==> src/rtl/calc_pkg.sv <==
// rtl/calc_pkg.sv - shared types and constants for the calculator input front end
package calc_pkg;

  localparam int OPW = 4;

  typedef enum logic [1:0] {
    ENTER_A = 2'd0,
    ENTER_B = 2'd1,
    SHOW    = 2'd2
  } entry_state_t;

  typedef enum logic [1:0] {
    OP_ADD = 2'd0,
    OP_SUB = 2'd1,
    OP_MUL = 2'd2,
    OP_DIV = 2'd3
  } op_t;

endpackage

==> src/rtl/calc_input_sequencer_if.sv <==
// rtl/calc_input_sequencer_if.sv - entry/display bundle from the input sequencer
interface calc_input_sequencer_if;
  import calc_pkg::*;

  logic [OPW-1:0] operand1;
  logic [OPW-1:0] operand2;
  logic [1:0]     op;
  logic           confirmed_operand1;
  logic           confirmed_operand2;
  logic           calc_start;
  logic           mode;

  modport master (
    output operand1, operand2, op, confirmed_operand1, confirmed_operand2, calc_start, mode
  );

  modport slave (
    input operand1, operand2, op, confirmed_operand1, confirmed_operand2, calc_start, mode
  );

endinterface

==> src/rtl/button_debouncer.sv <==
// rtl/button_debouncer.sv - synchronizer, stable-count debouncer and one-cycle press pulse
module button_debouncer #(
  parameter int DEBOUNCE_CYCLES = 1_000_000
) (
  input  logic clk,
  input  logic rst,
  input  logic btn_i,
  output logic pulse_o
);

  localparam int            CW      = $clog2(DEBOUNCE_CYCLES);
  localparam logic [CW-1:0] CNT_MAX = CW'(DEBOUNCE_CYCLES - 1);

  logic [1:0]    sync_q;
  logic          deb_q, deb_d;
  logic          deb_dly_q;
  logic [CW-1:0] cnt_q, cnt_d;

  // Any cycle where the synchronized input agrees with the accepted level restarts the count.
  always_comb begin
    deb_d = deb_q;
    cnt_d = '0;
    if (sync_q[1] != deb_q) begin
      if (cnt_q == CNT_MAX) begin
        deb_d = sync_q[1];
      end else begin
        cnt_d = cnt_q + CW'(1);
      end
    end
  end

  always_ff @(posedge clk or posedge rst) begin
    if (rst) begin
      sync_q    <= '0;
      deb_q     <= 1'b0;
      deb_dly_q <= 1'b0;
      cnt_q     <= '0;
    end else begin
      sync_q    <= {sync_q[0], btn_i};
      deb_q     <= deb_d;
      deb_dly_q <= deb_q;
      cnt_q     <= cnt_d;
    end
  end

  assign pulse_o = deb_q & ~deb_dly_q;

endmodule

==> src/rtl/calc_input_sequencer.sv <==
// rtl/calc_input_sequencer.sv - conditions board buttons and sequences operand/operator entry
module calc_input_sequencer
  import calc_pkg::*;
#(
  parameter int DEBOUNCE_CYCLES = 1_000_000
) (
  input  logic                          clk,
  input  logic                          reset,
  input  logic                          BTNC,
  input  logic                          BTND,
  input  logic [OPW-1:0]                sw,
  input  logic [1:0]                    opsel,
  calc_input_sequencer_if.master        disp
);

  logic confirm_pulse;
  logic mode_pulse;

  button_debouncer #(.DEBOUNCE_CYCLES(DEBOUNCE_CYCLES)) u_deb_confirm (
    .clk     (clk),
    .rst     (reset),
    .btn_i   (BTNC),
    .pulse_o (confirm_pulse)
  );

  button_debouncer #(.DEBOUNCE_CYCLES(DEBOUNCE_CYCLES)) u_deb_mode (
    .clk     (clk),
    .rst     (reset),
    .btn_i   (BTND),
    .pulse_o (mode_pulse)
  );

  entry_state_t   state_q, state_d;
  logic [OPW-1:0] operand1_q, operand1_d;
  logic [OPW-1:0] operand2_q, operand2_d;
  op_t            op_q, op_d;
  logic           calc_start_q, calc_start_d;
  logic           mode_q, mode_d;
  logic           conf1, conf2;

  always_ff @(posedge clk or posedge reset) begin
    if (reset) begin
      state_q <= ENTER_A;
    end else begin
      state_q <= state_d;
    end
  end

  always_comb begin
    state_d = state_q;
    if (confirm_pulse) begin
      case (state_q)
        ENTER_A: state_d = ENTER_B;
        ENTER_B: state_d = SHOW;
        SHOW:    state_d = ENTER_A;
        default: state_d = ENTER_A;
      endcase
    end
  end

  // Confirm flags come straight from the state register so they never glitch.
  always_comb begin
    conf1 = 1'b0;
    conf2 = 1'b0;
    case (state_q)
      ENTER_B: conf1 = 1'b1;
      SHOW: begin
        conf1 = 1'b1;
        conf2 = 1'b1;
      end
      default: ;
    endcase
  end

  always_comb begin
    operand1_d   = operand1_q;
    operand2_d   = operand2_q;
    op_d         = op_q;
    calc_start_d = 1'b0;
    mode_d       = mode_q ^ mode_pulse;
    if (confirm_pulse) begin
      case (state_q)
        ENTER_A: operand1_d = sw;
        ENTER_B: begin
          operand2_d   = sw;
          op_d         = op_t'(opsel);
          calc_start_d = 1'b1;
        end
        SHOW: begin
          operand1_d = '0;
          operand2_d = '0;
          op_d       = OP_ADD;
        end
        default: ;
      endcase
    end
  end

  always_ff @(posedge clk or posedge reset) begin
    if (reset) begin
      operand1_q   <= '0;
      operand2_q   <= '0;
      op_q         <= OP_ADD;
      calc_start_q <= 1'b0;
      mode_q       <= 1'b0;
    end else begin
      operand1_q   <= operand1_d;
      operand2_q   <= operand2_d;
      op_q         <= op_d;
      calc_start_q <= calc_start_d;
      mode_q       <= mode_d;
    end
  end

  assign disp.operand1           = operand1_q;
  assign disp.operand2           = operand2_q;
  assign disp.op                 = op_q;
  assign disp.confirmed_operand1 = conf1;
  assign disp.confirmed_operand2 = conf2;
  assign disp.calc_start         = calc_start_q;
  assign disp.mode               = mode_q;

endmodule

==> src/flat_wrapper.sv <==
// flat-port wrapper written by rule: the top's interface ports become plain ports
module calc_input_sequencer_flat import calc_pkg::*;
#(
  parameter int DEBOUNCE_CYCLES = 1_000_000
)
  (clk, reset, BTNC, BTND, sw, opsel, disp_operand1, disp_operand2, disp_op, disp_confirmed_operand1, disp_confirmed_operand2, disp_calc_start, disp_mode);
  calc_input_sequencer_if disp_i ();
  input  logic clk;
  input  logic reset;
  input  logic BTNC;
  input  logic BTND;
  input  logic [OPW-1:0] sw;
  input  logic [1:0] opsel;
  output wire logic [$bits(disp_i.operand1)-1:0] disp_operand1;
  output wire logic [$bits(disp_i.operand2)-1:0] disp_operand2;
  output wire logic [$bits(disp_i.op)-1:0] disp_op;
  output wire logic [$bits(disp_i.confirmed_operand1)-1:0] disp_confirmed_operand1;
  output wire logic [$bits(disp_i.confirmed_operand2)-1:0] disp_confirmed_operand2;
  output wire logic [$bits(disp_i.calc_start)-1:0] disp_calc_start;
  output wire logic [$bits(disp_i.mode)-1:0] disp_mode;
  assign disp_operand1 = disp_i.operand1;
  assign disp_operand2 = disp_i.operand2;
  assign disp_op = disp_i.op;
  assign disp_confirmed_operand1 = disp_i.confirmed_operand1;
  assign disp_confirmed_operand2 = disp_i.confirmed_operand2;
  assign disp_calc_start = disp_i.calc_start;
  assign disp_mode = disp_i.mode;
  calc_input_sequencer #(.DEBOUNCE_CYCLES(DEBOUNCE_CYCLES)) u_core (.clk(clk), .reset(reset), .BTNC(BTNC), .BTND(BTND), .sw(sw), .opsel(opsel), .disp(disp_i));
endmodule
==> config.mk <==
export PLATFORM = sky130hd
export DESIGN_NAME = calc_input_sequencer_flat
export DESIGN_NICKNAME = d
export VERILOG_FILES = /design/src/rtl/calc_pkg.sv /design/src/rtl/calc_input_sequencer_if.sv /design/src/rtl/button_debouncer.sv /design/src/rtl/calc_input_sequencer.sv /design/src/flat_wrapper.sv
export SDC_FILE = /design/constraint.sdc
export NUM_CORES = 1
export LEC_CHECK = 0
export CORE_AREA = 10 10 86 88
export CTS_CLUSTER_DIAMETER = 30
export DETAILED_ROUTE_END_ITERATION = 6
export DIE_AREA = 0 0 96 98
export PLACE_DENSITY = 0.74
export SLEW_MARGIN = 20
export SYNTH_ARGS = -nofsm -noshare
export SYNTH_HDL_FRONTEND = slang
export SYNTH_HIERARCHICAL = 1
export SYNTH_SLANG_ARGS = --single-unit
==> constraint.sdc <==
create_clock -name clk -period 2.9 [get_ports clk]
set_input_delay 0.725 -clock clk [delete_from_list [all_inputs] [get_ports clk]]
set_output_delay 0.725 -clock clk [all_outputs]
set_load 0.05 [all_outputs]
# Yosys cells after proc, flatten, opt, wreduce, memory -nomap -nowiden
# Cells that the tools add are included.
word_totals:
  out_inout_bits: 14
  reg_bits: 62
op_classes:
  muxes: 12
  reduce_logical: 8
  bitwise: 5
  eq_ne: 6
  n_addsub: 2
op_table:
  columns: ["cell", "n"]
  rows:
  - ["$mux 20", 4]
  - ["$add 20x1->20 const B", 2]
  - ["$eq 20x20->1 const B", 2]
  - ["$pmux 4 s2", 2]
  - ["$pmux 2 s2", 2]
  - ["$reduce_and 2->1", 4]
  - ["$mux 1", 4]
  - ["$reduce_bool 2->1", 2]
  - ["$and 1x1->1", 2]
  - ["$eq 2x1->1 const B", 1]
  - ["$eq 2x2->1 const B", 1]
  - ["$logic_not 2->1", 1]
  - ["$ne 1x1->1", 2]
  - ["$not 1->1", 2]
  - ["$reduce_or 2->1", 1]
  - ["$xor 1x1->1", 1]

# Depth between registers and ports, before layout
logic_depth:
  word_depth: 3
  mapped_depth: 7
  depth_no_buf: 5

# Cells and area by module
# Netlist, hierarchy kept.
modules_own_cells:
  columns: ["mod", "seq_area_each_um2", "area_each_um2", "cells_each", "instances"]
  rows:
  - ["button_debouncer", 600.6, 1143.6, 113, 2]
  - ["calc_input_sequencer", 350.3, 733.2, 58, 1]

# Least setup slack after synthesis
# Ideal clock, no wire load.
synth_path:
  kind: "register to register"
  from: "register u_core.u_deb_confirm.cnt_q[12]"
  to: "register u_core.u_deb_confirm.cnt_q[10]"
  required_ns: 2.781
  t_arrival_ns: 1.858
  path_slack_ns: 0.923
  path_stages_with_launch: 6
  setup_ns: 0.119
  period_less_slack_ns: 1.977
  path_cell_list: "dfrtp_1 or4_1 or4_4 o21ai_4 buf_6 nor2_1"
synth_via:
  elab_chain_len: 3
synth_rtl:
  columns: ["item", "line_no", "source"]
  rows:
  - ["start: declaration", "button_debouncer.sv:17", "logic [CW-1:0] cnt_q, cnt_d;"]
  - ["start signal: assignment", "button_debouncer.sv:42", "cnt_q <= cnt_d;"]
  - ["$eq 20x20->1", "button_debouncer.sv:24", "if (cnt_q == CNT_MAX) begin"]
  - ["$mux 20", "button_debouncer.sv:24", null]
  - ["$mux 20", "button_debouncer.sv:23", "if (sync_q[1] != deb_q) begin"]
  - ["named net u_core.u_deb_confirm.cnt_d[10]", "button_debouncer.sv:17", null]
# The timed path passes the listed nets, and every way through them passes these cells.
# A chain may end at the register's enable or synchronous reset.

# Final worst setup path
layout_path:
  from: "register u_core.state_q[0]"
  to: "output disp_confirmed_operand1"
layout_via:
  elab_chain_len: 3
  word_cells_on_any_way: 4
layout_rtl:
  columns: ["item", "line_no", "source"]
  rows:
  - ["start: declaration", "calc_input_sequencer.sv:33", "entry_state_t state_q, state_d;"]
  - ["start signal: assignment", "calc_input_sequencer.sv:45", "state_q <= state_d;"]
  - ["$eq 2x1->1 or $eq 2x2->1 (tied branches)", "calc_input_sequencer.sv:65", "case (state_q)"]
  - ["$reduce_or 2->1 (no source line) (*)", null, null]
  - ["$mux 1 (*)", "calc_input_sequencer.sv:65", null]
  - ["end: declaration", "flat_wrapper.sv:17", "output wire logic [$bits(disp_i.confirmed_operand1)-1:0] disp_confirmed_operand1;"]
# Mark *: on every way between the ends. The rest lies on a longest branch, timed or not.

==> out/summary.txt <==
outcome - finished clean
Skew-Pair Late Insertion Delay - 330 ps
drt initial violations - 83
worst path arrival time - 1970 ps
fraction of layout cells with a size suffix above 1 - 0.134
die extent in x - 96 um
clock skew - 7.90 ps
worst hold path type - register to register
Net Count, Synth - 301
# diodes - 0
final setup fails - 0
cts repair resizes - 0
start of the worst register-to-register path - u_core/u_deb_confirm/cnt_q[12]$_DFF_PP0_
worst path cell trace - inv_1 > ha_1 > clkdlybuf4s50_1
post-synthesis sequential area ratio - 0.514
vias - 2,065
Worst Setup End Kind - primary output
final-stage net count - 332
Fmax - 371 MHz
Yosys reg bits - 62
Final Max Tran Viols - 0
first-pass GRT wire length - 9700 um
Port Buf Inserts - 23
Post-Synthesis Cell Area - 3020 sq um
RR Endpoint - u_core/u_deb_confirm/cnt_q[12]$_DFF_PP0_
hold_buf cts - 0
Setup crit end - disp_confirmed_operand1
cell leakage power - 0.00149 uW
Yosys warnings - 6
CP startpoint - u_core/state_q[0]$_DFFE_PP0P_
pre-CTS setup slack - 550 ps
CTS max path bufs - 2
Post-Route Utilization - 0.615
PnR worst setup slack - 201 ps
Vias/cell - 5.23
Clock Pin Slew Worst Setup and Hold Paths - 70 ps
Async SR Flop Fraction - 1.00
initial antenna violation count - 0
CTS H-Tree Depth - 3
Pwr Density - 511 nW/um^2
DRC - 0
max-capacitance violation count - 0
cts bufs inserted - 9
Worst path slowest cell - clkdlybuf4s50_1
Ports - 24
fin crit share - 0.931
DP Wirelength - 3920 um
CTS tree - yes
Layout area overhead - 17.0%
Final Hold Vio Count - 0
Die Ht - 98 um
Initial Util - 0.526
Tot GR Track Use - 0.130
Worst setup SP type - register
R2R depth - 4
core area - 5750 sq um
CTS Sinks - 62
R2R Setup Slk - 670 ps
Clock Tree Root - clkbuf_8
die area - 9410 sq um
Post-CTS Setup Bufs - 0
Max IR drop VDD - 0.309 mV
Fin Setup TNS - 0 ps
CP max FO - 4
wire length per cell - 14.3 um
Primary FF master, synth - dfrtp_1
critical path data required time - 2170 ps
Site Rows - 28
syn avg cell area - 10.6 sq um
RePlAce Congestion - 0.810
Worst slew margin - 0.628
antenna viol nets, final - 0
Unique masters post-synth - 37
instance count of the mapped netlist - 284
vias in the first global route - 2,014
actual slew at the worst max-slew pin - 553 ps
Worst Path Class, Setup - register to primary output
number of flops mapped to enable cells by yosys - 0
GRT overflow - 0
RSZ-0062 raised after global routing - false
router iterations before antenna repair - 4
largest net degree at the start of global routing - 25
slowest stage delay, CP - 830 ps
Min Clock Period, post-route - 2700 ps
final WL - 5640 um
==> layer usage <==
layer	vias to the layer above	GRT usage	part of all wire
met5	-	0	0
met4	0	0.0545	0.012
met3	5	0.0436	0.031
met2	28	0.203	0.51
met1	997	0.159	0.45
li1	1035	-	-
==> per-stage QoR <==
step | hold WS (ps) | instance area [sq um] | total power (uW) | cells
after global routing | 375 | 3530 | 1890 | 395
after CTS | 367 | 3530 | 1840 | 395
after detailed placement | 351 | 3310 | 997 | 379
after global placement | 335 | 3310 | 994 | 379
after floorplan | 331 | 3020 | 962 | 284
final | 362 | 3530 | 1810 | 395
==> logic make-up after synthesis <==
| kind of cell | after synthesis | synth area share |
|---|---|---|
| compound gates | 19 | 0.0572 |
| flops | 62 | 0.514 |
| simple gates | 127 | 0.222 |
| buf+inv | 28 | 0.0447 |
| mux | 8 | 0.0373 |
| fa+ha+maj | 7 | 0.0290 |
| xor+xnor | 33 | 0.0957 |
==> state kept, by name (all words and copies together) (netlist names), 2 cells and up <==
| register | flops |
|---|---|
| u_core/disp.op | 2 |
| u_core/disp.operand1 | 4 |
| u_core/disp.operand2 | 4 |
| u_core/state_q | 2 |
| u_core/u_deb_confirm/cnt_q | 20 |
| u_core/u_deb_confirm/sync_q | 2 |
| u_core/u_deb_mode/cnt_q | 20 |
| u_core/u_deb_mode/sync_q | 2 |
==> cells in the final DEF, fill, tap and decap left out, types with 2 or more instances in the layout <==
cell	instances
bufinv_16	2
o21ai_1	3
nor3b_1	2
nand3_1	15
a31o_2	2
clkbuf_8	10
clkinvlp_4	2
or4_4	2
clkdlybuf4s50_1	22
o221a_2	2
or4b_1	2
nand3b_1	2
nor4_1	10
nand2b_1	3
buf_4	4
mux2_2	2
or2_2	2
ha_1	7
nand2_1	8
nor3_1	8
mux2_4	6
or3_1	2
nor2_1	44
a21oi_1	4
xnor2_1	26
nor2b_1	7
or4_1	4
clkinv_2	2
dfrtp_1	62
xor2_1	7
o221ai_2	3
inv_1	22
nand4_1	10
and3_1	2
o21ai_4	2
o21ai_0	2
==> synth_stat cells (all sizes together), types with 2 or more instances <==
cell    count  area share
or4b        2      0.0066
inv        22       0.027
ha          7       0.029
or2         3      0.0070
nand2       9       0.014
clkbuf      2      0.0025
dfrtp      62        0.51
and3        2      0.0041
nor3        8       0.013
o21ai       7       0.019
o221a       2      0.0075
o221ai      3       0.015
nor2b       7       0.014
nand3      15       0.025
nand4      10       0.021
a21oi       4      0.0066
nand2b      3      0.0062
or3         2      0.0041
xnor2      26       0.075
a31o        2      0.0058
nor3b       2      0.0050
buf         4       0.015
or4         6       0.017
mux2        8       0.037
nor2       44       0.055
xor2        7       0.020
nand3b      2      0.0050
nor4       10       0.021
==> final cells by class <==
class	count	area, sq um
Fill cell	472	2210
Inverter	22	82.6
Clock inverter	6	85.1
Tap cell	75	93.8
Sequential cell	62	1550
Clock buffer	10	138
Timing Repair Buffer	26	250
Multi-Input combinational cell	194	1330
==> report_power, final <==
group / internal (uW) / switching, uW
clock: 504 / 326
sequential: 879 / 10.3
combinational: 35.2 / 53.6
==> critical path, delay by kind of cell (launching register included) <==
family | cells | cell delay (ps)
buffers and inverters | 2 | 920
DFF | 1 | 370
adders and majority gates | 1 | 350
==> worst min path at each step <==
stage               cells past startpoint                                       end                                startpoint  slack (ps)
finish                                  0  u_core/u_deb_confirm/sync_q[1]$_DFF_PP0_  u_core/u_deb_confirm/sync_q[0]$_DFF_PP0_         360
CTS                                     0  u_core/u_deb_confirm/sync_q[1]$_DFF_PP0_  u_core/u_deb_confirm/sync_q[0]$_DFF_PP0_         370
global route                            0  u_core/u_deb_confirm/sync_q[1]$_DFF_PP0_  u_core/u_deb_confirm/sync_q[0]$_DFF_PP0_         370
floorplan                               0  u_core/u_deb_confirm/sync_q[1]$_DFF_PP0_  u_core/u_deb_confirm/sync_q[0]$_DFF_PP0_         330
global placement                        0  u_core/u_deb_confirm/sync_q[1]$_DFF_PP0_  u_core/u_deb_confirm/sync_q[0]$_DFF_PP0_         340
detailed placement                      0  u_core/u_deb_confirm/sync_q[1]$_DFF_PP0_  u_core/u_deb_confirm/sync_q[0]$_DFF_PP0_         350
Note: power is estimated with default switching activity, not from simulation.
